$ cat config.mk
export PLATFORM = sky130hd
export DESIGN_NAME = perceptron_mac
export DESIGN_NICKNAME = d
export VERILOG_FILES = /design/src/rtl/perceptron_mac.sv
export SDC_FILE = /design/constraint.sdc
export NUM_CORES = 1
export LEC_CHECK = 0
export BUFFER_PORTS_ARGS = -buffer_cell sky130_fd_sc_hd__buf_2
export CAP_MARGIN = 20
export CORE_ASPECT_RATIO = 2
export CORE_UTILIZATION = 55
export CTS_CLUSTER_SIZE = 8
export DETAILED_ROUTE_END_ITERATION = 6
export PLACE_DENSITY = 0.82
export SETUP_SLACK_MARGIN = 0.5
export SYNTH_ARGS = -nofsm -noshare
export SYNTH_HDL_FRONTEND = slang
export SYNTH_SLANG_ARGS = --single-unit
$ cat constraint.sdc
create_clock -name clk -period 6.4 [get_ports clk]
set_clock_uncertainty 0.1 [all_clocks]
set_input_delay 0.96 -clock clk [delete_from_list [all_inputs] [get_ports clk]]
set_output_delay 0.96 -clock clk [all_outputs]
set_load 0.02 [all_outputs]
$ cat src/rtl/perceptron_mac.sv
// rtl/perceptron_mac.sv - sequential multiply-accumulate with step activation for one perceptron neuron
module perceptron_mac #(
  parameter int N_INPUTS = 4,
  parameter int DATA_W   = 8,
  parameter int WEIGHT_W = 8,
  parameter int ACC_W    = 20
) (
  input  logic                         clk,
  input  logic                         reset,
  input  logic                         in_val,
  output logic                         in_rdy,
  input  logic [N_INPUTS*DATA_W-1:0]   in_data,
  input  logic                         w_we,
  input  logic [$clog2(N_INPUTS+1)-1:0] w_addr,
  input  logic [WEIGHT_W-1:0]          w_data,
  output logic                         w_busy,
  output logic                         out_val,
  input  logic                         out_rdy,
  output logic [ACC_W-1:0]             out_acc,
  output logic                         out_y
);

  localparam int AW = $clog2(N_INPUTS + 1);
  localparam int IW = $clog2(N_INPUTS);
  localparam int PW = DATA_W + WEIGHT_W;

  typedef enum logic [1:0] {IDLE, ACCUM, DONE} state_t;

  state_t state, state_next;

  logic signed [WEIGHT_W-1:0] w_reg [N_INPUTS];
  logic signed [WEIGHT_W-1:0] bias;
  logic signed [DATA_W-1:0]   x_reg [N_INPUTS];
  logic signed [ACC_W-1:0]    acc;
  logic [IW-1:0]              idx;
  logic signed [PW-1:0]       prod;
  logic [WEIGHT_W-1:0]        bias_src;
  logic                       w_ok;
  logic                       bias_hit;

  assign w_ok     = w_we & ~reset & (state != ACCUM);
  assign bias_hit = w_ok & (w_addr == AW'(N_INPUTS));
  // A bias write coinciding with the input handshake must seed this vector's accumulator.
  assign bias_src = bias_hit ? w_data : bias;
  assign prod     = x_reg[idx] * w_reg[idx];

  always_ff @(posedge clk) begin
    if (reset) state <= IDLE;
    else       state <= state_next;
  end

  always_comb begin
    state_next = state;
    in_rdy     = 1'b0;
    w_busy     = 1'b0;
    out_val    = 1'b0;
    out_acc    = '0;
    out_y      = 1'b0;
    case (state)
      IDLE: begin
        in_rdy = ~reset;
        if (in_val && !reset) state_next = ACCUM;
      end
      ACCUM: begin
        w_busy = ~reset;
        if (idx == IW'(N_INPUTS - 1)) state_next = DONE;
      end
      DONE: begin
        out_val = ~reset;
        out_acc = reset ? '0 : acc;
        out_y   = ~reset & ~acc[ACC_W-1];
        if (out_rdy) state_next = IDLE;
      end
      default: state_next = IDLE;
    endcase
  end

  always_ff @(posedge clk) begin
    if (reset) begin
      for (int i = 0; i < N_INPUTS; i++) begin
        w_reg[i] <= '0;
        x_reg[i] <= '0;
      end
      bias <= '0;
      acc  <= '0;
      idx  <= '0;
    end else begin
      if (w_ok && (w_addr < AW'(N_INPUTS))) w_reg[w_addr[IW-1:0]] <= w_data;
      if (bias_hit) bias <= w_data;
      if (state == IDLE && in_val) begin
        for (int i = 0; i < N_INPUTS; i++) x_reg[i] <= in_data[i*DATA_W +: DATA_W];
        acc <= {{(ACC_W-WEIGHT_W){bias_src[WEIGHT_W-1]}}, bias_src};
        idx <= '0;
      end else if (state == ACCUM) begin
        acc <= acc + {{(ACC_W-PW){prod[PW-1]}}, prod};
        idx <= idx + IW'(1);
      end
    end
  end

endmodule

==> impl_metrics.tcl <==
set metrics [dict create \
    grtUsageTotal_pct 24.36 \
    gp_congestion 0.9349 \
    drc 0 \
    clk_path_buf_depth 2 \
    async_reset_ff_share_pct 0 \
    cts.sinks 98 \
    synth_largest_area_cell "edfxtp_1" \
    r2r-end "acc[19]" \
    avgSynthCellArea_sq_um 10.33 \
    cp.arrival_ns 6.57 \
    rr_worst_depth 23 \
    report.final.setup_viol 1 \
    critPathMaxFanout 8 \
    p_leak_nw 4.270 \
    synth_adder_area_share_pct 23.20 \
    synth-edff-count 64 \
    final_nets 1007 \
    synth-xor-area-share_pct 3.670 \
    root_buffer "clkbuf_16" \
    tightest_slew_ns 0.9845 \
    min_period_ns 6.434 \
    clock_latency_ns 0.35 \
    dpl.hpwl_mm 12.77 \
    ys_warn_count 0 \
    areaGrowthSynthToFinish_pct 19.68 \
    yosys.area.top_type_share_pct 25.16 \
    synthSimpleGateAreaFrac_pct 18.41 \
    crit_type "register to register" \
    synth-compound-area-share_pct 8.896 \
    initial_core_util_pct 56.52 \
    yosys.cell_types.count 56 \
    pre_cts_slack_ns -0.1010 \
    synth_seq_area_share_pct 34.08 \
    drive_above_1_share_pct 25.47 \
    post_drt_via_cell_ratio 5.625 \
    end_kind "register" \
    synth_top_family_by_area "adder cells" \
    final_area_sq_um 9140 \
    hold_path_depth 2 \
    die_y_um 168.7 \
    synth-seq-cells 98 \
    netlist_area_sq_um 7637 \
    antenna_cells 0 \
    num_rows 60 \
    violations "setup timing" \
    min_from "idx[1]" \
    regToRegSetupSlack_ns -0.03 \
    maxCapViolCount 0 \
    rsz0062_at_grt "yes" \
    synthTopCellsByArea "edfxtp_1 25%, fa_1 15%, and2_1 11%" \
    placed_cell_area_sq_um 8442 \
    cts_buffers 9 \
    setup_ws_ns -0.03428 \
    drt-initial-drc-count 249 \
    dp_cells 972 \
    grt_pass1_vias 5795 \
    post_drt_wl_per_cell_um 17.05 \
    fmax_mhz 155.4 \
    overflow 0 \
    peakVddDrop_v 0.0002910 \
    clk_pin_slew_ns 0.08 \
    final_antenna_net_count 0 \
    synthesis.nets 895 \
    wl_mm 17.24 \
    grt_max_degree 37 \
    synthMuxAreaShare_pct 6.012 \
    outcome "finished with violations" \
    htree_num_levels 3 \
    holdCritPathClass "register to register" \
    fin_crit_sh_pct 100.5 \
    required_ns 6.54 \
    synth_cells 739 \
    grt_pass1_wl_mm 26.92 \
    instances_no_fill 1011 \
    vias 5687 \
    io_buffers 71 \
    timing.final.max_slew_violations 0 \
    die_area_sq_um 14390 \
    first_pass_iters 4 \
    start_kind "register" \
    cts_tree "built" \
    ios 72 \
    core_area_sq_um 13510 \
    hold_viol_final 0 \
    antenna_found_initial 0 \
    die_width_um 85.33 \
    max_slew_margin_pct 34.08 \
    power_density_nw_per_um2 408.1 \
    ys.flop_type "edfxtp_1" \
]
==> area by class of cell <==
| type | count | area, sq um |
|---|---|---|
| multi-input cells | 525 | 4862 |
| fillers | 1004 | 4373 |
| flip-flops and latches | 98 | 2606 |
| repair buffers | 122 | 807.0 |
| inverters | 95 | 356.6 |
| clock buffers | 10 | 250.2 |
| well taps | 155 | 193.9 |
| clock inverters | 6 | 63.81 |
==> critical path, stage by stage, from the launching register on <==
cell	delay (ns)
dfxtp_4	0.40
buf_12	0.15
mux4_2	0.61
and2_1	0.22
fa_1	0.48
fa_1	0.52
fa_1	0.55
inv_1	0.06
fa_1	0.53
inv_1	0.04
ha_1	0.37
o21ai_0	0.11
a21oi_1	0.19
a21oi_1	0.10
xnor2_1	0.14
ha_1	0.32
a21oi_1	0.14
nand2_1	0.12
a221oi_4	0.37
a2bb2oi_2	0.20
nand3_2	0.11
a221oi_2	0.26
xnor2_1	0.15
a21oi_1	0.08
==> logic make-up after synthesis <==
| kind of cell | after synthesis |
|---|---|
| simple gates | 262 |
| buf+inv | 116 |
| fa+ha+maj | 108 |
| flops | 98 |
| compound gates | 96 |
| xor+xnor | 32 |
| mux | 27 |
==> synth_stat cells, types with 3 or more instances <==
cell type	n
and2_1	129
inv_1	95
edfxtp_1	64
fa_1	56
ha_1	52
nor2_1	51
nand2_1	42
dfxtp_1	34
a21oi_1	23
xnor2_1	20
clkbuf_1	18
mux4_2	15
xor2_1	12
a21o_1	11
mux2i_1	11
nand2b_1	9
o211ai_1	8
o21ai_0	8
a211oi_1	7
nor3_1	6
nand3_1	5
o21ai_1	5
or2_2	5
a22oi_1	4
o21bai_1	4
a211o_1	3
a221oi_2	3
a31oi_1	3
o22ai_1	3
==> placed cells by master, fill, tap and decap left out, types with 9 or more instances in the layout <==
master / Yosys / final
ha_1: 52 / 45
xnor2_1: 20 / 17
inv_1: 95 / 91
edfxtp_1: 64 / 64
nand2b_1: 9 / 9
nor2_1: 51 / 49
nand2_1: 42 / 39
clkbuf_16: 0 / 10
buf_2: 2 / 71
a21oi_1: 23 / 16
mux4_2: 15 / 15
mux2i_1: 11 / 11
a21o_1: 11 / 11
and2_1: 129 / 123
buf_4: 0 / 40
xor2_1: 12 / 12
dfxtp_1: 34 / 33
fa_1: 56 / 54
==> through the flow <==
| stage | hold slack, ns | power (W) | TNS, ns | utilization [%] |
|---|---|---|---|---|
| floorplan | 0.3541 | 0.002283 | 0 | - |
| CTS | 0.3904 | 0.003576 | 0 | 66.69 |
| global route | 0.4146 | 0.003984 | -1.334 | 67.64 |
| global placement | 0.3685 | 0.002799 | -0.02748 | 62.47 |
| detailed placement | 0.3825 | 0.002842 | -0.1980 | 62.47 |
| finish | 0.3816 | 0.003730 | -0.03428 | 67.64 |
==> report_power, final <==
group          total (W)  switching [W]  internal [W]  leakage [nW]
clock           0.000568       0.000269      0.000299         0.156
combinational    0.00237        0.00125       0.00112          3.16
sequential      0.000789      0.0000493      0.000740         0.958
==> timing repair <==
item	4_1_cts	5_1_grt
gates resized for setup	24	18
cloned	1	0
pin swaps	30	20
hold buffers	0	0
setup buffers	16	5
setup endpoints to repair	10	11
==> layer usage <==
metal	wire length (um)	GRT usage, %	up-vias
met2	10230	47.93	153
met5	0	0	-
met4	675	12.68	0
met1	5823	23.69	2792
li1	-	-	2693
met3	514	3.706	49
==> worst max-delay path by stage <==
stage	slack (ns)	end
5_1_grt	-0.28	acc[19]
4_1_cts	0.03	acc[19]
3_3_place_gp	-0.03	acc[19]
2_1_floorplan	0.16	acc[19]
3_5_place_dp	-0.10	acc[19]
6_report	-0.03	acc[19]
No activity file was read; power rests on OpenSTA's default activity.
